[src/rtl/vga_axil_pkg.sv]
// Shared AXI4-Lite types and helpers for the VGA control register file.
package vga_axil_pkg;

   localparam int AXIL_ADDR_MAX = 32;
   localparam int AXIL_DATA_MAX = 64;

   typedef enum logic [1:0] {
      OKAY   = 2'b00,
      SLVERR = 2'b10
   } axil_resp_e;

   typedef enum logic {
      R_IDLE,
      R_RESP
   } axil_rd_state_e;

   typedef logic [AXIL_ADDR_MAX-1:0] axil_addr_t;
   typedef logic [AXIL_DATA_MAX-1:0] axil_data_t;

   // Word index of a byte address; byte-offset bits are dropped.
   function automatic axil_addr_t axil_word_index(input axil_addr_t addr, input int data_width);
      return (data_width == 64) ? (addr >> 3) : (addr >> 2);
   endfunction

endpackage

[src/rtl/vga_axil_wr_collector.sv]
// AXI4-Lite write side: one-entry AW and W buffers, commit decode and B response.
// Byte strobes exist only when VGA_AXIL_REGFILE_WSTRB_EN is defined.
module vga_axil_wr_collector
   import vga_axil_pkg::*;
#(
   parameter int                   ADDR_WIDTH = 8,
   parameter int                   DATA_WIDTH = 32,
   parameter int                   REG_COUNT  = 8,
   parameter logic [REG_COUNT-1:0] RO_MASK    = '0
) (
   input  logic                    clk,
   input  logic                    arst,
   input  logic [ADDR_WIDTH-1:0]   awaddr,
   input  logic                    awvalid,
   output logic                    awready,
   input  logic [DATA_WIDTH-1:0]   wdata,
`ifdef VGA_AXIL_REGFILE_WSTRB_EN
   input  logic [DATA_WIDTH/8-1:0] wstrb,
`endif
   input  logic                    wvalid,
   output logic                    wready,
   output axil_resp_e              bresp,
   output logic                    bvalid,
   input  logic                    bready,
   output logic                    wr_en,
   output axil_addr_t              wr_index,
   output logic [DATA_WIDTH-1:0]   wr_data,
   output logic [DATA_WIDTH/8-1:0] wr_be
);

   logic [ADDR_WIDTH-1:0]   aw_addr_q;
   logic [DATA_WIDTH-1:0]   w_data_q;
   logic [DATA_WIDTH/8-1:0] w_strb_q;
   logic [DATA_WIDTH/8-1:0] strb_in;
   logic [ADDR_WIDTH-1:0]   addr_sel;
   logic                    aw_go, w_go, commit, writable;

`ifdef VGA_AXIL_REGFILE_WSTRB_EN
   assign strb_in = wstrb;
`else
   assign strb_in = '1;
`endif

   assign aw_go = awvalid & awready;
   assign w_go  = wvalid & wready;

   // A handshake on the commit edge is forwarded straight into the commit, so
   // bvalid rises one cycle after the later of the two handshakes.
   assign commit   = (aw_go | ~awready) & (w_go | ~wready) & ~bvalid;
   assign addr_sel = awready ? awaddr  : aw_addr_q;
   assign wr_data  = wready  ? wdata   : w_data_q;
   assign wr_be    = wready  ? strb_in : w_strb_q;
   assign wr_index = axil_word_index(axil_addr_t'(addr_sel), DATA_WIDTH);
   assign wr_en    = commit & writable;

   always_comb begin
      // NOTE: default before the loop so no path leaves writable unassigned (no latch).
      writable = 1'b0;
      for (int i = 0; i < REG_COUNT; i++) begin
         if (wr_index == axil_addr_t'(i) && !RO_MASK[i]) writable = 1'b1;
      end
   end

   // NOTE: state updates use <= so every flop samples pre-edge values.
   always_ff @(posedge clk or posedge arst) begin
      if (arst) begin
         awready   <= 1'b1;
         wready    <= 1'b1;
         bvalid    <= 1'b0;
         bresp     <= OKAY;
         aw_addr_q <= '0;
         w_data_q  <= '0;
         w_strb_q  <= '0;
      end else begin
         if (aw_go) begin
            aw_addr_q <= awaddr;
            awready   <= 1'b0;
         end
         if (w_go) begin
            w_data_q <= wdata;
            w_strb_q <= strb_in;
            wready   <= 1'b0;
         end
         if (commit) begin
            bvalid <= 1'b1;
            bresp  <= writable ? OKAY : SLVERR;
         end else if (bvalid && bready) begin
            bvalid  <= 1'b0;
            awready <= 1'b1;
            wready  <= 1'b1;
         end
      end
   end

endmodule

[src/rtl/vga_axil_regfile.sv]
// Parametrised AXI4-Lite register file feeding the VGA timing/control logic.
// Define VGA_AXIL_REGFILE_WSTRB_EN to add the wstrb port and byte-masked writes.
module vga_axil_regfile
   import vga_axil_pkg::*;
#(
   parameter int                              ADDR_WIDTH  = 8,
   parameter int                              DATA_WIDTH  = 32,
   parameter int                              REG_COUNT   = 8,
   parameter logic [REG_COUNT-1:0]            RO_MASK     = '0,
   parameter logic [REG_COUNT*DATA_WIDTH-1:0] RESET_VALUE = '0
) (
   input  logic                              clk,
   input  logic                              arst,
   input  logic [ADDR_WIDTH-1:0]             awaddr,
   input  logic                              awvalid,
   output logic                              awready,
   input  logic [DATA_WIDTH-1:0]             wdata,
`ifdef VGA_AXIL_REGFILE_WSTRB_EN
   input  logic [DATA_WIDTH/8-1:0]           wstrb,
`endif
   input  logic                              wvalid,
   output logic                              wready,
   output axil_resp_e                        bresp,
   output logic                              bvalid,
   input  logic                              bready,
   input  logic [ADDR_WIDTH-1:0]             araddr,
   input  logic                              arvalid,
   output logic                              arready,
   output logic [DATA_WIDTH-1:0]             rdata,
   output axil_resp_e                        rresp,
   output logic                              rvalid,
   input  logic                              rready,
   input  logic [REG_COUNT*DATA_WIDTH-1:0]   status_i,
   output logic [REG_COUNT*DATA_WIDTH-1:0]   reg_o
);

   if (!(DATA_WIDTH == 32 || DATA_WIDTH == 64)) begin : g_bad_width
      $error("vga_axil_regfile: DATA_WIDTH must be 32 or 64");
   end
   if (REG_COUNT < 1 || REG_COUNT > 2 ** (ADDR_WIDTH - $clog2(DATA_WIDTH / 8))) begin : g_bad_count
      $error("vga_axil_regfile: REG_COUNT out of range for ADDR_WIDTH");
   end

   logic                    wr_en;
   axil_addr_t              wr_index;
   logic [DATA_WIDTH-1:0]   wr_data;
   logic [DATA_WIDTH/8-1:0] wr_be;
   axil_addr_t              rd_index;
   logic [DATA_WIDTH-1:0]   rd_word;
   logic                    rd_hit;
   axil_rd_state_e          rd_state;
   logic                    status_unused;

   // Status slices behind RW registers are intentionally ignored.
   assign status_unused = ^status_i;

   vga_axil_wr_collector #(
      .ADDR_WIDTH(ADDR_WIDTH),
      .DATA_WIDTH(DATA_WIDTH),
      .REG_COUNT (REG_COUNT),
      .RO_MASK   (RO_MASK)
   ) u_wr (
      .clk     (clk),
      .arst    (arst),
      .awaddr  (awaddr),
      .awvalid (awvalid),
      .awready (awready),
      .wdata   (wdata),
`ifdef VGA_AXIL_REGFILE_WSTRB_EN
      .wstrb   (wstrb),
`endif
      .wvalid  (wvalid),
      .wready  (wready),
      .bresp   (bresp),
      .bvalid  (bvalid),
      .bready  (bready),
      .wr_en   (wr_en),
      .wr_index(wr_index),
      .wr_data (wr_data),
      .wr_be   (wr_be)
   );

   for (genvar i = 0; i < REG_COUNT; i++) begin : g_reg
      if (RO_MASK[i]) begin : g_ro
         assign reg_o[i*DATA_WIDTH +: DATA_WIDTH] = status_i[i*DATA_WIDTH +: DATA_WIDTH];
      end else begin : g_rw
         logic [DATA_WIDTH-1:0] q;
         // NOTE: these are control flops with defined power-up values, so each one is reset.
         always_ff @(posedge clk or posedge arst) begin
            if (arst) begin
               q <= RESET_VALUE[i*DATA_WIDTH +: DATA_WIDTH];
            end else if (wr_en && wr_index == axil_addr_t'(i)) begin
               for (int b = 0; b < DATA_WIDTH / 8; b++) begin
                  if (wr_be[b]) q[b*8 +: 8] <= wr_data[b*8 +: 8];
               end
            end
         end
         assign reg_o[i*DATA_WIDTH +: DATA_WIDTH] = q;
      end
   end

   assign rd_index = axil_word_index(axil_addr_t'(araddr), DATA_WIDTH);

   always_comb begin
      rd_word = '0;
      rd_hit  = 1'b0;
      for (int i = 0; i < REG_COUNT; i++) begin
         if (rd_index == axil_addr_t'(i)) begin
            rd_word = reg_o[i*DATA_WIDTH +: DATA_WIDTH];
            rd_hit  = 1'b1;
         end
      end
   end

   // Registers sample pre-edge contents, so a read racing a commit returns the old value.
   always_ff @(posedge clk or posedge arst) begin
      if (arst) begin
         rd_state <= R_IDLE;
         arready  <= 1'b1;
         rvalid   <= 1'b0;
         rdata    <= '0;
         rresp    <= OKAY;
      end else begin
         case (rd_state)
            R_IDLE: if (arvalid) begin
               rd_state <= R_RESP;
               arready  <= 1'b0;
               rvalid   <= 1'b1;
               rdata    <= rd_word;
               rresp    <= rd_hit ? OKAY : SLVERR;
            end
            R_RESP: if (rready) begin
               rd_state <= R_IDLE;
               arready  <= 1'b1;
               rvalid   <= 1'b0;
            end
            default: rd_state <= R_IDLE;
         endcase
      end
   end

endmodule

[config.mk]
export PLATFORM = sky130hd
export DESIGN_NAME = vga_axil_regfile
export DESIGN_NICKNAME = d
export VERILOG_FILES = /design/src/rtl/vga_axil_pkg.sv /design/src/rtl/vga_axil_wr_collector.sv /design/src/rtl/vga_axil_regfile.sv
export SDC_FILE = /design/constraint.sdc
export NUM_CORES = 1
export LEC_CHECK = 0
export ABC_AREA = 1
export ABC_CLOCK_PERIOD_IN_PS = 29800
export BUFFER_PORTS_ARGS = -buffer_cell sky130_fd_sc_hd__buf_2
export CAP_MARGIN = 20
export CORE_AREA = 4 4 234 236
export CTS_CLUSTER_DIAMETER = 60
export DETAILED_ROUTE_END_ITERATION = 7
export DIE_AREA = 0 0 238 240
export PLACE_DENSITY_LB_ADDON = 0.05
export SYNTH_ARGS = -nofsm -noshare
export SYNTH_HDL_FRONTEND = slang
export SYNTH_SLANG_ARGS = --single-unit
[constraint.sdc]
create_clock -name clk -period 29.8 [get_ports clk]
set_input_delay 2.98 -clock clk [delete_from_list [all_inputs] [get_ports clk]]
set_output_delay 2.98 -clock clk [all_outputs]
set_load 0.03 [all_outputs]
==> results of run 1 <==
-- synth_stat cells, drive strengths merged --
cell | instances | share of area, %
a21oi | 25 | 0.88
buf | 44 | 2.5
clkbuf | 57 | 1.5
clkinv | 1 | 0.026
conb | 1 | 0.026
dfrtp | 332 | 57
dfstp | 3 | 0.54
inv | 97 | 2.5
nand2 | 619 | 16
nand3 | 44 | 1.6
nand4 | 53 | 2.3
nor2 | 23 | 0.69
nor3 | 4 | 0.32
o211ai | 1 | 0.051
o21ai | 393 | 14
o21bai | 7 | 0.36
o31ai | 1 | 0.14
or2 | 4 | 0.17
-- registers in the layout (all words and copies together), names as in the netlist, 6 cells and up --
register and flops:
g.g_rw.q 256, rdata 32, u_wr.aw_addr_q 6, u_wr.w_data_q 32
-- power by group --
part,leakage [nW],internal [mW],switching (mW),total [mW]
clock,0.691,0.325,0.204,0.528
sequential,4.51,0.612,0.129,0.740
combinational,4.53,0.182,0.572,0.755
total,9.74,1.12,0.904,2.02
-- worst paths after layout --
| path | startpoint | end | slack [ps] |
|---|---|---|---|
| hold / removal | u_wr.w_strb_q[0] | u_wr.w_strb_q[0] | 470 |
| setup / recovery | araddr[7] | rdata[31] | 24930 |
| max in group asynchronous | arst | g_reg[5].g_rw.q[24] | 25750 |
| setup reg to reg | u_wr.wready | g_reg[0].g_rw.q[6] | 26830 |
| min in group asynchronous | arst | g_reg[0].g_rw.q[1] | 2620 |
| hold reg to reg | u_wr.w_strb_q[0] | u_wr.w_strb_q[0] | 470 |
-- per-layer routing --
metal | track usage, % | vias up | wire, µm
li1 | - | 6245 | -
met1 | 30.2 | 6122 | 27900
met2 | 28.2 | 405 | 24600
met3 | 4.63 | 53 | 4470
met4 | 4.49 | 0 | 953
met5 | 0 | - | 0
-- cell families (layout without fill, tap and decap cells) --
logic type	after synthesis	in the layout
compound gates	427	427
buf+inv	199	542
flops	335	335
other cells	1	2
simple gates	747	747
-- cell type report --
cell class	instances	area share [%]
Sequential cell	335	45.7
Clock inverter	8	0.675
Timing Repair Buffer	368	10.6
Tap cell	688	4.69
Multi-Input combinational cell	1176	29.2
Clock buffer	68	7.10
Inverter	98	2.05
-- critical path: stages --
cell and delay, ps:
buf_2 100, nor2_2 130, buf_4 310, nand3_2 380, buf_4 440, o21ai_0 590
nand3_1 150, nand2_1 130, nand2_1 50
-- through the flow --
| stage | area, µm² | setup slack [ps] | power, mW | hold slack (ps) | util (%) |
|---|---|---|---|---|---|
| 3_5_place_dp | 16900 | 24300 | 1.51 | 460 | 32.2 |
| 2_1_floorplan | 14700 | 17540 | 1.20 | 436 | - |
| 6_report | 18400 | 24930 | 2.02 | 466 | 35.0 |
| 3_3_place_gp | 16900 | 24300 | 1.50 | 454 | 32.2 |
| 5_1_grt | 18400 | 24780 | 2.15 | 495 | 35.0 |
| 4_1_cts | 18300 | 24920 | 2.05 | 473 | 34.9 |
==> reports/metrics.yaml, run 1 <==
p_per_area_nw_per_um2: 110
antenna_cells: 0
timing.fmax_ghz: 0.205
dr.pass1.iters: 6
die_h_um: 240
fp.coreArea_um2: 52400
fin_crit_sh_pct: 16.3
synthMuxAreaShare_pct: 0
port_buffers: 345
tns_ps: 0
nets: 2335
multi_input_area_um2: 5360
worst_slew_pin_slew_ps: 1140
peakVddDrop_v: 0.0000555
antenna_found_initial: 0
critical_path_class: "input pin to flop"
synth.cell_area_um2: 14700
layout_common_cells: "nand2_1, buf_2, dfrtp_1"
h-tree-depth: 2
placed_cells: 2662
synth_compound_area_share_pct: 15.2
ys_types: 32
seq_area_frac_synth_pct: 57.2
rsz0062_at_grt: "false"
cts_setup_buffers: 0
path_max_fanout: 41
synth_top_family_by_area: "simple AND/OR/NAND/NOR gates"
hold_viol: 0
synthesis.instances: 1709
seqCellArea_um2: 8390
hold_path_class: "flop to flop"
grt_pass1_wl_mm: 84.6
initial_core_util_pct: 28.0
antenna_left: 0
final_common_cell: "nand2_1"
ctsHoldBuffers: 0
arrival_ps: 5310
grt_max_degree: 150
die_area_um2: 57100
maxCapViolations: 0
drc: 0
routed_via_density: 4.68
grt_usage_pct: 19.7
wl_per_cell_um: 21.1
clockBufferDepth: 3
ctsRootBufferMaster: "clkbuf_16"
rows: 84
grt_pass1_vias: 12000
setup_viol: 0
critPathRequiredTime_ps: 30240
synth_seq_cells: 335
overflow: 0
gp_congestion: 0.796
yosys.area_share.simple_pct: 21.2
syn2layout_area_growth_pct: 25.1
fill_cells: 5577
synth_warnings: 0
skew_ps: 7.90
cts_tree: "done"
dp_hpwl_mm: 40.5
drt_iter0_drc: 992
leakagePower_nw: 9.74
end_kind: "flop"
final_cells: 2741
synth_fa_ha_area_share_pct: 0
numClockSinks: 335
vias: 12800
status: "finished clean"
clock_latency_ps: 550
synth.avg_cell_area_um2: 8.59
reg2regPathDepth: 7
wirelength_mm: 57.9
die_width_um: 238
crit_path_start_kind: "input pin"
pin_count: 608
layout-drive-gt1-share_pct: 23.3
ctsResizeCount: 0
hold-path-cell-count: 2
slew_headroom_pct: 23.2
path_clk_slew_ps: 50
numCtsBuffers: 45
min_period_ps: 4870
slew_viol_final: 0
synthXorXnorAreaFrac_pct: 0
(Power assumes the default switching activity.)
==> run 2: changes to the inputs <==
--- a/config.mk
+++ b/config.mk
@@ -6,13 +6,13 @@
 export NUM_CORES = 1
 export LEC_CHECK = 0
 export ABC_AREA = 1
-export ABC_CLOCK_PERIOD_IN_PS = 29800
+export ABC_CLOCK_PERIOD_IN_PS = 4250
 export BUFFER_PORTS_ARGS = -buffer_cell sky130_fd_sc_hd__buf_2
 export CAP_MARGIN = 20
-export CORE_AREA = 4 4 234 236
+export CORE_AREA = 4 4 237 239
 export CTS_CLUSTER_DIAMETER = 60
 export DETAILED_ROUTE_END_ITERATION = 7
-export DIE_AREA = 0 0 238 240
+export DIE_AREA = 0 0 241 243
 export PLACE_DENSITY_LB_ADDON = 0.05
 export SYNTH_ARGS = -nofsm -noshare
 export SYNTH_HDL_FRONTEND = slang
==> constraint.sdc (replaced) <==
create_clock -name clk -period 4.25 [get_ports clk]
set_input_delay 0.425 -clock clk [delete_from_list [all_inputs] [get_ports clk]]
set_output_delay 0.425 -clock clk [all_outputs]
set_load 0.03 [all_outputs]
==> run 2 against run 1 <==
Non-clock buffer count is 7 higher. Worst setup slack worse by 24000 ps. Via count is 1.1% higher. Clock-buffer cell count is 1 higher. Clock power grew to 7.5 times the previous value. Sequential cell count stayed put. Core utilization is 0.49 points lower. Largest cell class unchanged. Largest power group unchanged. Highest routed layer unchanged.
==> reports/metrics.yaml, run 2 (synthesis results as in run 1) <==
antenna_left: 0
peakVddDrop_v: 0.000434
grt_pass1_vias: 12300
rsz0062_at_grt: "false"
antenna_cells: 0
cts_setup_buffers: 0
antenna_found_initial: 0
grt_max_degree: 102
routed_via_density: 4.69
p_per_area_nw_per_um2: 781
timing.fmax_ghz: 0.353
power_switching_mw: 6.49
wl_per_cell_um: 21.6
arrival_ps: 3240
grt_usage_pct: 20.1
numCtsBuffers: 46
wirelength_mm: 59.7
port_buffers: 345
switching_share_pct: 44.7
gp_congestion: 0.844
overflow: 0
grt_pass1_wl_mm: 87.7
die_width_um: 241
internal_power_mw: 8.02
h-tree-depth: 2
worst_r2r_startpoint: "u_wr.awready"
critPathRequiredTime_ps: 4660
hold_viol: 0
startpoint: "u_wr.awready"
drc: 0
power_mw: 14.5
path_clk_slew_ps: 60
die_area_um2: 58600
rows: 85
met3_usage_pct: 5.03
worst_slew_pin_slew_ps: 1110
dr.pass1.iters: 5
leakagePower_nw: 9.87
layout-drive-gt1-share_pct: 24.3
grt.met1_usage_pct: 30.6
status: "finished clean"
crit_path_start_kind: "flop"
maxCapViolations: 0
gr-max-usage-layer: "met1"
hold_path_class: "input pin to async pin"
pin_count: 608
drt_iter0_drc: 1019
p_clk_share_pct: 27.3
cts_tree: "done"
combPwrFrac_pct: 36.6
ctsResizeCount: 0
final_common_cell: "nand2_1"
path_max_fanout: 39
largest_reg_flops: 256
nets: 2343
setup_viol: 0
critical_path_class: "flop to flop"
fill_cells: 5703
fin_crit_sh_pct: 66.7
slew_viol_final: 0
layout_common_cells: "nand2_1, buf_2, dfrtp_1"
vias: 13000
tns_ps: 0
top_register: "g.g_rw.q"
numClockSinks: 335
ctsRootBufferMaster: "clkbuf_16"
ctsHoldBuffers: 0
die_h_um: 243
p_seq_share_pct: 36.0
dp_hpwl_mm: 42.7
skew_ps: 15.7
worst_hold_slack_ps: 5.72
min_period_ps: 2840
fp.coreArea_um2: 53800
clockBufferDepth: 3
gr-usage-met2_pct: 28.4
initial_core_util_pct: 27.3
end_kind: "flop"
clock_latency_ps: 570
biggestRegsByFlops: "g.g_rw.q (256), rdata (32), u_wr.w_data_q (32)"
slew_headroom_pct: 25.2
syn2layout_area_growth_pct: 26.6
-- run 2: cell count changes in the layout (fill, tap and decap cells not counted), moves of 2 or more --
cell / previous run / this run
clkbuf_8: 9 / 12
buf_4: 20 / 26
buf_12: 2 / 4
clkbuf_1: 14 / 8
clkinv_2: 2 / 9
clkbuf_16: 45 / 49
-- run 2: area by class of cell --
type	count	area, µm²	share of cell area [%]
Inverter	98	372	2.00
Tap cell	696	871	4.69
Sequential cell	335	8390	45.2
Multi-Input combinational cell	1176	5360	28.9
Timing Repair Buffer	375	2000	10.8
Clock inverter	17	158	0.849
Clock buffer	69	1420	7.65
-- run 2: stage by stage --
stage          cell area [µm²]  utilization, %  worst slack [ps]  cells
5_1_grt                  18600            34.5              1100   2766
2_1_floorplan            14700               -              -649   1710
4_1_cts                  18600            34.5              1370   2764
6_report                 18600            34.5              1410   2766
3_3_place_gp             16900            31.5              1180   2676
3_5_place_dp             17000            31.5              1180   2678
-- run 2: final timing paths --
path / endpoint / slack [ps] / depth (start not counted)
min reg2reg: u_wr.w_strb_q[0] / 470 / 2
max reg2reg: g_reg[1].g_rw.q[18] / 1410 / 8
max in group asynchronous: u_wr.aw_addr_q[2] / 3030 / 3
min: rd_state / 6 / 2
max: g_reg[1].g_rw.q[18] / 1410 / 8
min in group clk: u_wr.bvalid / 50 / 2
-- run 2: layer usage --
layer | wire length [µm] | vias up
met4 | 1130 | 0
met3 | 4250 | 61
li1 | - | 6264
met5 | 0 | -
met2 | 24900 | 421
met1 | 29400 | 6225
-- run 2: critical path, stage by stage (launching register included) --
cell	delay, ps
dfstp_2	700
nand2_1	110
o21ai_2	120
nand2_1	180
nor3_2	230
nand3_2	680
buf_4	500
nand2_1	80
o21ai_1	60
-- run 2: power by group through the flow --
stage,clock (mW),sequential (mW),combinational (mW)
3_3_place_gp,0,5.24,5.32
6_report,3.97,5.22,5.32
4_1_cts,4.09,5.22,5.37
5_1_grt,4.23,5.38,5.76
2_1_floorplan,0,6.86,1.57
3_5_place_dp,0,5.27,5.37
